$ cat config.mk
export PLATFORM = sky130hd
export DESIGN_NAME = dram_tag_responder_flat
export DESIGN_NICKNAME = d
export VERILOG_FILES = /design/src/rtl/dram_cache_pkg.sv /design/src/rtl/dram_tag_responder_if.sv /design/src/rtl/resp_fifo.sv /design/src/rtl/dram_tag_responder.sv /design/src/flat_wrapper.sv
export SDC_FILE = /design/constraint.sdc
export NUM_CORES = 2
export LEC_CHECK = 0
export ABC_AREA = 1
export CORE_ASPECT_RATIO = 1.25
export CORE_MARGIN = 2
export CORE_UTILIZATION = 36
export CTS_CLUSTER_SIZE = 30
export DETAILED_ROUTE_END_ITERATION = 8
export HOLD_SLACK_MARGIN = 0.02
export PLACE_DENSITY_LB_ADDON = 0.1
export SLEW_MARGIN = 0
export SYNTH_ARGS = -nofsm -noshare
export SYNTH_HDL_FRONTEND = slang
export SYNTH_SLANG_ARGS = --single-unit
$ cat constraint.sdc
create_clock -name clk -period 8.35 [get_ports clk]
set_input_delay 0.835 -clock clk [delete_from_list [all_inputs] [get_ports clk]]
set_output_delay 0.835 -clock clk [all_outputs]
set_load 0.02 [all_outputs]
$ cat src/rtl/dram_cache_pkg.sv
// Shared types and constants for the DRAM-side tag/data responder.
package dram_cache_pkg;

  localparam int unsigned TAG_W  = 56;
  localparam int unsigned DATA_W = 72;

  // Reserved tag that is never filled, so the comparator always sees a miss.
  localparam logic [TAG_W-1:0] INVALID_TAG = {TAG_W{1'b1}};

  typedef struct packed {
    logic [TAG_W-1:0]  tag;
    logic [DATA_W-1:0] data;
  } resp_t;

endpackage

$ cat src/rtl/dram_tag_responder_if.sv
// AR request, R response and fill signals of the tag/data responder.
interface dram_tag_responder_if import dram_cache_pkg::*; #(
  parameter int unsigned IDX_W = 4
);

  logic              arvalid_i;
  logic              arready_o;
  logic [IDX_W-1:0]  arindex_i;
  logic [DATA_W-1:0] rdata_o;
  logic [TAG_W-1:0]  rtag_o;
  logic              rvalid_o;
  logic              rready_i;
  logic              fill_valid_i;
  logic [IDX_W-1:0]  fill_index_i;
  logic [TAG_W-1:0]  fill_tag_i;
  logic [DATA_W-1:0] fill_data_i;

  // Responder side.
  modport slave (
    input  arvalid_i, arindex_i, rready_i, fill_valid_i, fill_index_i, fill_tag_i, fill_data_i,
    output arready_o, rdata_o, rtag_o, rvalid_o
  );

  // Requester / consumer side.
  modport master (
    output arvalid_i, arindex_i, rready_i, fill_valid_i, fill_index_i, fill_tag_i, fill_data_i,
    input  arready_o, rdata_o, rtag_o, rvalid_o
  );

endinterface

$ cat src/rtl/resp_fifo.sv
// Synchronous FIFO of resp_t entries; full/empty derived from the occupancy count.
module resp_fifo import dram_cache_pkg::*; #(
  parameter int unsigned Depth = 4
) (
  input  logic                     clk_i,
  input  logic                     rst_ni,
  input  logic                     push_i,
  input  resp_t                    data_i,
  input  logic                     pop_i,
  output resp_t                    head_o,
  output logic                     empty_o,
  output logic [$clog2(Depth):0]   count_o
);

  localparam int unsigned PtrW = (Depth > 1) ? $clog2(Depth) : 1;
  localparam int unsigned CntW = $clog2(Depth) + 1;

  resp_t             mem_q [Depth];
  logic [PtrW-1:0]   wptr_q, wptr_d;
  logic [PtrW-1:0]   rptr_q, rptr_d;
  logic [CntW-1:0]   count_q, count_d;
  logic              do_pop;

  assign do_pop  = pop_i && (count_q != '0);
  assign empty_o = (count_q == '0);
  assign count_o = count_q;
  assign head_o  = mem_q[rptr_q];

  // Pointer and occupancy next-state; pointers wrap naturally.
  always_comb begin
    wptr_d  = wptr_q;
    rptr_d  = rptr_q;
    count_d = count_q;
    if (push_i) wptr_d = wptr_q + 1'b1;
    if (do_pop) rptr_d = rptr_q + 1'b1;
    if (push_i && !do_pop) begin
      count_d = count_q + 1'b1;
    end else if (!push_i && do_pop) begin
      count_d = count_q - 1'b1;
    end
  end

  // Control state register.
  always_ff @(posedge clk_i or negedge rst_ni) begin
    if (!rst_ni) begin
      wptr_q  <= '0;
      rptr_q  <= '0;
      count_q <= '0;
    end else begin
      wptr_q  <= wptr_d;
      rptr_q  <= rptr_d;
      count_q <= count_d;
    end
  end

  // Entry storage needs no reset; only occupied slots are ever observed.
  always_ff @(posedge clk_i) begin
    if (push_i) mem_q[wptr_q] <= data_i;
  end

endmodule

$ cat src/rtl/dram_tag_responder.sv
// Direct-mapped tag/data array with fixed-latency read pipeline, response FIFO and credit counter.
module dram_tag_responder import dram_cache_pkg::*; #(
  parameter int unsigned IDX_W      = 4,
  parameter int unsigned READ_LAT   = 2,
  parameter int unsigned RESP_DEPTH = 4
) (
  input logic                  clk,
  input logic                  rst_n,
  dram_tag_responder_if.slave  bus
);

  localparam int unsigned NumLines = 2 ** IDX_W;
  localparam int unsigned CntW     = $clog2(RESP_DEPTH) + 1;
  localparam logic [CntW-1:0] MaxOut = CntW'(RESP_DEPTH);

  logic [NumLines-1:0] line_vld_q;
  logic [TAG_W-1:0]    tag_q  [NumLines];
  logic [DATA_W-1:0]   data_q [NumLines];

  logic [READ_LAT-1:0] pipe_vld_q;
  resp_t               pipe_q [READ_LAT];

  logic [CntW-1:0]     outstanding_q, outstanding_d;
  logic                ar_acc, r_pop;
  resp_t               lookup;
  resp_t               fifo_head;
  logic                fifo_empty;
  logic [CntW-1:0]     fifo_count;

  assign bus.arready_o = (outstanding_q < MaxOut);
  assign ar_acc        = bus.arvalid_i && bus.arready_o;
  assign r_pop         = bus.rvalid_o && bus.rready_i;

  // Combinational lookup sees the array before this edge's fill (read-before-write).
  always_comb begin
    lookup.tag  = INVALID_TAG;
    lookup.data = '0;
    if (line_vld_q[bus.arindex_i]) begin
      lookup.tag  = tag_q[bus.arindex_i];
      lookup.data = data_q[bus.arindex_i];
    end
  end

  // Line valid bits; reset invalidates every line.
  always_ff @(posedge clk or negedge rst_n) begin
    if (!rst_n) begin
      line_vld_q <= '0;
    end else if (bus.fill_valid_i) begin
      line_vld_q[bus.fill_index_i] <= 1'b1;
    end
  end

  // Tag and data contents; unreset since the valid bit guards them.
  always_ff @(posedge clk) begin
    if (bus.fill_valid_i) begin
      tag_q[bus.fill_index_i]  <= bus.fill_tag_i;
      data_q[bus.fill_index_i] <= bus.fill_data_i;
    end
  end

  // Fixed-latency response pipeline; never stalls because credits bound the FIFO.
  always_ff @(posedge clk or negedge rst_n) begin
    if (!rst_n) begin
      pipe_vld_q <= '0;
      for (int i = 0; i < READ_LAT; i++) pipe_q[i] <= '0;
    end else begin
      pipe_vld_q[0] <= ar_acc;
      pipe_q[0]     <= lookup;
      for (int i = 1; i < READ_LAT; i++) begin
        pipe_vld_q[i] <= pipe_vld_q[i-1];
        pipe_q[i]     <= pipe_q[i-1];
      end
    end
  end

  // Credit counter next-state: +1 per accept, -1 per pop.
  always_comb begin
    outstanding_d = outstanding_q;
    unique case ({ar_acc, r_pop})
      2'b10:   outstanding_d = outstanding_q + 1'b1;
      2'b01:   outstanding_d = outstanding_q - 1'b1;
      default: outstanding_d = outstanding_q;
    endcase
  end

  // Credit counter register.
  always_ff @(posedge clk or negedge rst_n) begin
    if (!rst_n) outstanding_q <= '0;
    else        outstanding_q <= outstanding_d;
  end

  resp_fifo #(
    .Depth (RESP_DEPTH)
  ) u_resp_fifo (
    .clk_i   (clk),
    .rst_ni  (rst_n),
    .push_i  (pipe_vld_q[READ_LAT-1]),
    .data_i  (pipe_q[READ_LAT-1]),
    .pop_i   (r_pop),
    .head_o  (fifo_head),
    .empty_o (fifo_empty),
    .count_o (fifo_count)
  );

  // Outputs read zero while empty so reset values appear asynchronously.
  assign bus.rvalid_o = !fifo_empty;
  assign bus.rtag_o   = fifo_empty ? '0 : fifo_head.tag;
  assign bus.rdata_o  = fifo_empty ? '0 : fifo_head.data;

  // The credit scheme must keep the pipeline from pushing into a full FIFO.
  a_no_overflow: assert property (@(posedge clk) disable iff (!rst_n)
    pipe_vld_q[READ_LAT-1] |-> (fifo_count < MaxOut || r_pop));

endmodule

$ cat src/flat_wrapper.sv
// flat-port wrapper written by rule: the top's interface ports become plain ports
module dram_tag_responder_flat import dram_cache_pkg::*;
#(
  parameter int unsigned IDX_W      = 4,
  parameter int unsigned READ_LAT   = 2,
  parameter int unsigned RESP_DEPTH = 4
)
  (clk, rst_n, bus_arvalid_i, bus_arindex_i, bus_rready_i, bus_fill_valid_i, bus_fill_index_i, bus_fill_tag_i, bus_fill_data_i, bus_arready_o, bus_rdata_o, bus_rtag_o, bus_rvalid_o);
  dram_tag_responder_if #(.IDX_W(IDX_W)) bus_i ();
  input logic clk;
  input logic rst_n;
  input wire logic [$bits(bus_i.arvalid_i)-1:0] bus_arvalid_i;
  input wire logic [$bits(bus_i.arindex_i)-1:0] bus_arindex_i;
  input wire logic [$bits(bus_i.rready_i)-1:0] bus_rready_i;
  input wire logic [$bits(bus_i.fill_valid_i)-1:0] bus_fill_valid_i;
  input wire logic [$bits(bus_i.fill_index_i)-1:0] bus_fill_index_i;
  input wire logic [$bits(bus_i.fill_tag_i)-1:0] bus_fill_tag_i;
  input wire logic [$bits(bus_i.fill_data_i)-1:0] bus_fill_data_i;
  output wire logic [$bits(bus_i.arready_o)-1:0] bus_arready_o;
  output wire logic [$bits(bus_i.rdata_o)-1:0] bus_rdata_o;
  output wire logic [$bits(bus_i.rtag_o)-1:0] bus_rtag_o;
  output wire logic [$bits(bus_i.rvalid_o)-1:0] bus_rvalid_o;
  assign bus_i.arvalid_i = bus_arvalid_i;
  assign bus_i.arindex_i = bus_arindex_i;
  assign bus_i.rready_i = bus_rready_i;
  assign bus_i.fill_valid_i = bus_fill_valid_i;
  assign bus_i.fill_index_i = bus_fill_index_i;
  assign bus_i.fill_tag_i = bus_fill_tag_i;
  assign bus_i.fill_data_i = bus_fill_data_i;
  assign bus_arready_o = bus_i.arready_o;
  assign bus_rdata_o = bus_i.rdata_o;
  assign bus_rtag_o = bus_i.rtag_o;
  assign bus_rvalid_o = bus_i.rvalid_o;
  dram_tag_responder #(.IDX_W(IDX_W), .READ_LAT(READ_LAT), .RESP_DEPTH(RESP_DEPTH)) u_core (.clk(clk), .rst_n(rst_n), .bus(bus_i));
endmodule
# Word-level counts from Yosys, hierarchy flattened
# Memory sizes are Yosys's and may differ from the RTL's.
# Index checks and enable logic that the tools add are counted.
# totals
regBits,284
ram_bits,2560
elab_cells,53
n_memories,3
# classes
addsub,6
order_cmp,4
n_eq_ne,2
muxes,14
bitwise,1
n_reduce_logical,13
# mem_list
memory,words,word_bits,rd,rd_clocked_by_memory_dff,wr,line_no,text
u_core.data_q,16,72,1,0,1,dram_tag_responder.sv:18,logic [DATA_W-1:0] data_q [NumLines];
u_core.tag_q,16,56,1,0,1,dram_tag_responder.sv:17,logic [TAG_W-1:0] tag_q [NumLines];
u_core.u_resp_fifo.mem_q,4,128,1,0,1,resp_fifo.sv:18,resp_t mem_q [Depth];
# ops
operator,count
two-way mux 128 bit,1
two-way mux 72 bit,1
two-way mux 56 bit,1
bitwise OR 16 bit,1
less-than comparator 4 x 5 -> 1 bit (second input constant),2
adder 3 x 1 -> 3 bit (second input constant),2
logical AND 1 bit,6
two-way mux 1 bit,6
two-way mux 3 bit,2
case mux 3 bit (2 select lines),1
subtractor 3 x 1 -> 3 bit (second input constant),2
adder 2 x 1 -> 2 bit (second input constant),2
binary-select mux 1 bit (select 4 bit),1
demux 1 bit (select 4 bit),1
greater-or-equal comparator 4 x 1 -> 1 bit (second input constant),1
nonzero test 2 bit,2
logical NOT 1 bit,3
logical NOT 3 bit,1
less-than comparator 3 bit (second input constant),1
nonzero test 3 bit,1
== test 2 x 1 -> 1 bit (second input constant),1
== test 2 bit (second input constant),1

# Depth between registers and ports, before layout
# logic_depth
word_depth,7
depth_mapped,12
depth_no_buf,10

# Hierarchy
# From an unflattened synthesis, not the netlist that was laid out.
# unflattened
hier_cells,9978
hier_area_um2,114700.0
# by_module_without_submodules
module,instances,cells_each,area_each_um2,seq_area_each_um2
dram_tag_responder,1,8430,93865.0,68430.6
resp_fifo,1,1548,20835.0,15549.9

# Worst setup path before layout
# No wires, ideal clock.
# synth_path
path_type,input port to flip-flop
startpoint,input bus_fill_index_i[0]
endpoint,register u_core.line_vld_q[0]
setup_ns,0.099
arrival_time_ns,7.027
required_ns,8.251
slack_ns,1.224
cell_stages,3
path_buffers,0
path_cell_list,nand3b_1 -> nor2_1 -> or2_2
# synth_via
elab_chain_len,5
# synth_rtl
item,line_no,text
from (decl),flat_wrapper.sv:16,input wire logic [$bits(bus_i.fill_index_i)-1:0] bus_fill_index_i;
less-than comparator 4 x 5 -> 1 bit (implied by the code) / greater-or-equal comparator 4 x 1 -> 1 bit (equally long branches),dram_tag_responder.sv:49,line_vld_q[bus.fill_index_i] <= 1'b1;
logical AND 1 bit (implied by the code),dram_tag_responder.sv:49,
two-way mux 1 bit (implied by the code),dram_tag_responder.sv:49,
demux 1 bit (select 4 bit) (*),-,
bitwise OR 16 bit (no line) (*),-,
to (signal assigned),dram_tag_responder.sv:47,line_vld_q <= '0;
"to (signal, indexed assignment)",dram_tag_responder.sv:49,
to (decl),dram_tag_responder.sv:16,logic [NumLines-1:0] line_vld_q;
# Every way passes the cells marked *; elsewhere a longest branch is shown, timed or not.
# A chain may end at the register's enable or synchronous reset.

# Worst setup path after layout
# layout_path
startpoint,register u_core.u_resp_fifo.rptr_q[0]
endpoint,output bus_rdata_o[29]
# layout_via
elab_chain_len,2
# layout_rtl
item,line_no,text
from (decl),resp_fifo.sv:20,"logic [PtrW-1:0] rptr_q, rptr_d;"
from (signal assigned),resp_fifo.sv:51,rptr_q <= rptr_d;
memory (4 x 128 bit),-,
two-way mux 72 bit,dram_tag_responder.sv:108,assign bus.rdata_o = fifo_empty ? '0 : fifo_head.data;
to (decl),flat_wrapper.sv:20,output wire logic [$bits(bus_i.rdata_o)-1:0] bus_rdata_o;
# Every way passes these cells.

==> summary.md <==
| Metric | Value |
|---|---|
| CTS tree | `yes` |
| Grt total ovfl | `0` |
| Pleak | `49.98 nW` |
| Critical path startpoint category | `flip-flop` |
| Final ANT Viol Nets | `0` |
| M1 WL | `151,300 um` |
| Synth top area cells | `edfxtp_1, nand2_1, dfrtp_1` |
| Post-CTS setup buffer count | `0` |
| Post-synthesis cell type count | `24` |
| GPL Wtd Cong | `0.7457` |
| Crit end category | `output pin` |
| Avg Cell Area, Syn | `roughly 12 um2` |
| Die Area | `317,900 um2` |
| Via count | `70,890` |
| Multi-input gate area in the final layout | `22,700 um2` |
| Initial antenna violation count | `77` |
| Core Rows | `229` |
| Total Neg Setup Slack | `0 ns` |
| Setup violations, final | `0` |
| Final clock skew | `0.04589 ns` |
| Min-Delay Path Class | `in -> async` |
| Placed instance area | `119,700 um2` |
| RSZ-0062 raised after global routing | `no` |
| Storage cell area | `83,990 um2` |
| Clk root buf | `clkbuf_16` |
| Clock tree sinks | `2,844` |
| Overall Power | `36.01 mW` |
| Period Utilization, post-route | `0.6658` |
| Clock slew at reported path FFs | `0.06 ns` |
| Outcome | `complete, no violations` |
| Met3 wire length | `20,770 um` |
| Cts hold-fix bufs | `0` |
| Fmax | `179.9 MHz` |
| Buffer levels on the longest clock path | `4` |
| Area Growth Syn to Fin | `14.85%` |
| Pwr Density | `278.0 nW/um2` |
| Hold Fails Final Rpt | `0` |
| Drt wl/cell | `23.89 um` |
| Worst-path fanout max | `140` |
| Core Box Area | `311,500 um2` |
| Post-synth top area share | `0.6814` |
| Synth Cell Area | `112,800 um2` |
| Fin nets | `9,993` |
| Die width | `504.7 um` |
| Vias per cell | `4.972` |
| Slew @ Worst Pin | `1.208 ns` |
| Async SR Flop Fraction | `0.09986` |
| Fin. max-slew vios | `0` |
| Cell taking the most area after synthesis | `edfxtp_1` |
| Placed Cells | `about 14,000` |
| Critical path required time | `7.52 ns` |
| Final Cell Area | `129,600 um2` |
| Number of fill cells in the layout | `29,130` |
| IO Pins | `271` |
| Aggregate routed wire length | `340,700 um` |
| PostCTS Resize Cnt | `0` |
| Ys Warns | `0` |
| Initial DRC Count | `6,294` |
| CP Class | `reg -> out` |
| Arr. time, crit path | `4.72 ns` |
| Post-Layout Cell Count | `14,260` |
| Seq/Total Area, Yosys | `0.7444` |
| Max-cap viol count | `0` |
| DR WL met2 | `159,600 um` |
| Starting density of the core | `0.3622` |
| Post-layout util | `0.4160` |
| IO Port Bufs | `270` |
| Main synth FF type | `edfxtp_1` |
| Layout cell share with drive strength beyond 1 | `0.05605` |
| First-pass GRT wire length | `489,500 um` |
| H-tree depth | `5` |
| Worst VDD drop | `0.0002082 V` |
| Post-synth EDFFs | `2,560` |
| Relative slew margins | `0.1946` |
| FF+latch count, synth | `2,844` |
| Mapped Nets | `9,843` |
| Die Y | `roughly 630 um` |
| All-Layer GR Usage | `0.2103` |
| DR top layer | `met5` |
| Worst-Skew Late Latency | `approximately 0.86 ns` |
| Vias in the first global route | `68,930` |
| Total CTS buffers | `307` |
| Mapped Cells | `9,694` |
| HPWL after DPL | `172,900 um` |
| Pin count of the biggest net entering global routing | `212` |
| DRC Markers | `0` |
| Router iterations before antenna repair | `5` |
| Tmin final | `approximately 5.6 ns` |
## cell usage after synthesis, drive strengths merged (2+ instances only)
library cell	count
nand2	2606
edfxtp	2560
nand3	1409
inv	1030
nor2	682
o21ai	369
buf	327
dfrtp	284
clkbuf	214
a21oi	130
o211ai	60
ha	6
or2	4
xor2	4
xnor2	3
fa	2
## placed cells by master, fill, tap and decap left out, types with 5 or more instances in the layout
| cell type | netlist | routed |
|---|---|---|
| nand2_1 | 2606 | 2605 |
| edfxtp_1 | 2560 | 2560 |
| nand3_1 | 1409 | 1409 |
| inv_1 | 1027 | 1021 |
| nor2_1 | 682 | 666 |
| o21ai_0 | 354 | 354 |
| clkbuf_16 | 0 | 321 |
| dfrtp_1 | 284 | 282 |
| clkdlybuf4s50_1 | 0 | 265 |
| a21oi_1 | 130 | 130 |
| clkbuf_1 | 214 | 100 |
| buf_4 | 12 | 86 |
| o211ai_1 | 60 | 60 |
| clkinv_1 | 1 | 33 |
| clkinv_2 | 0 | 30 |
| clkbuf_8 | 0 | 29 |
| buf_12 | 0 | 26 |
| diode_2 | 0 | 20 |
| bufinv_16 | 0 | 20 |
| nor2_4 | 0 | 16 |
| o21ai_1 | 15 | 15 |
| inv_6 | 0 | 10 |
| inv_8 | 0 | 6 |
| ha_1 | 6 | 6 |
| clkinvlp_4 | 0 | 5 |
## flip-flops by register name, indices dropped and copies added, names as in the netlist
signal                      flops
u_core.u_resp_fifo.count_o      3
u_core.data_q                1152
u_core.line_vld_q              16
u_core.u_resp_fifo.wptr_q       2
u_core.pipe_q                 256
u_core.tag_q                  896
u_core.u_resp_fifo.rptr_q       2
u_core.u_resp_fifo.mem_q      512
u_core.outstanding_q            3
u_core.pipe_vld_q               2
## power by group
| part | internal, mW | switching (mW) | total, mW |
|---|---|---|---|
| combinational | 1.86 | 4.06 | 5.92 |
| sequential | 16.3 | 0.358 | 16.7 |
| clock | 7.91 | 5.49 | 13.4 |
| total | 26.1 | 9.91 | 36.0 |
## routing by layer
layer  track usage  up-vias
met5             0        -
met4       0.05746       50
met3       0.03861      547
met2        0.3398     1919
met1        0.2905    35550
li1              -    32820
## metrics by stage
stage               worst slack [ns]  hold slack, ns
CTS                            2.719         0.05129
global route                   2.570         0.08582
finish                         2.790         0.03569
detailed placement             3.553          0.3347
floorplan                      1.224          0.3312
global placement               3.513          0.3315
## worst paths after layout
kind / depth (start not counted) / start / endpoint / slack, ns
min reg2reg: 0 / u_core.pipe_q[177]$_DFF_PN0_ / u_core.pipe_q[49]$_DFF_PN0_ / 0.34
max in group asynchronous: 2 / rst_n / u_core.pipe_q[106]$_DFF_PN0_ / 6.77
min: 1 / rst_n / u_core.pipe_q[122]$_DFF_PN0_ / 0.04
max reg2reg: 5 / u_core.u_resp_fifo.wptr_q[0]$_DFFE_PN0P_ / u_core.u_resp_fifo.mem_q[2][20]$_DFFE_PP_ / 5.74
min in group clk: 0 / u_core.pipe_q[177]$_DFF_PN0_ / u_core.pipe_q[49]$_DFF_PN0_ / 0.34
max: 5 / u_core.u_resp_fifo.rptr_q[0]$_DFFE_PN0P_ / bus_rdata_o[29] / 2.79
## layout make-up
class                           instances  share of cell area
Clock inverter                         97            0.007764
Multi-Input combinational cell       5278              0.1752
Timing Repair Buffer                  382             0.03004
Sequential cell                      2844              0.6482
Clock buffer                          449             0.06787
Antenna cell                           20           0.0003863
Inverter                             1031             0.03035
Tap cell                             4158             0.04015
## critical path, cell delays in order, from the launching register on
cell and delay, ns:
dfrtp_4 0.79, inv_8 0.69, buf_4 0.77, o21ai_0 0.20, a21oi_1 0.48, clkdlybuf4s50_1 0.72
## cell families after synthesis
kind of cell	Yosys count	share of synthesized area
simple gates	4703	0.1722
flops	2844	0.7444
buf+inv	1572	0.05555
compound gates	559	0.02613
fa+ha+maj	8	0.001020
xor+xnor	7	0.0005435
mux	1	0.00009981
Power figures use the tool's default switching activity.
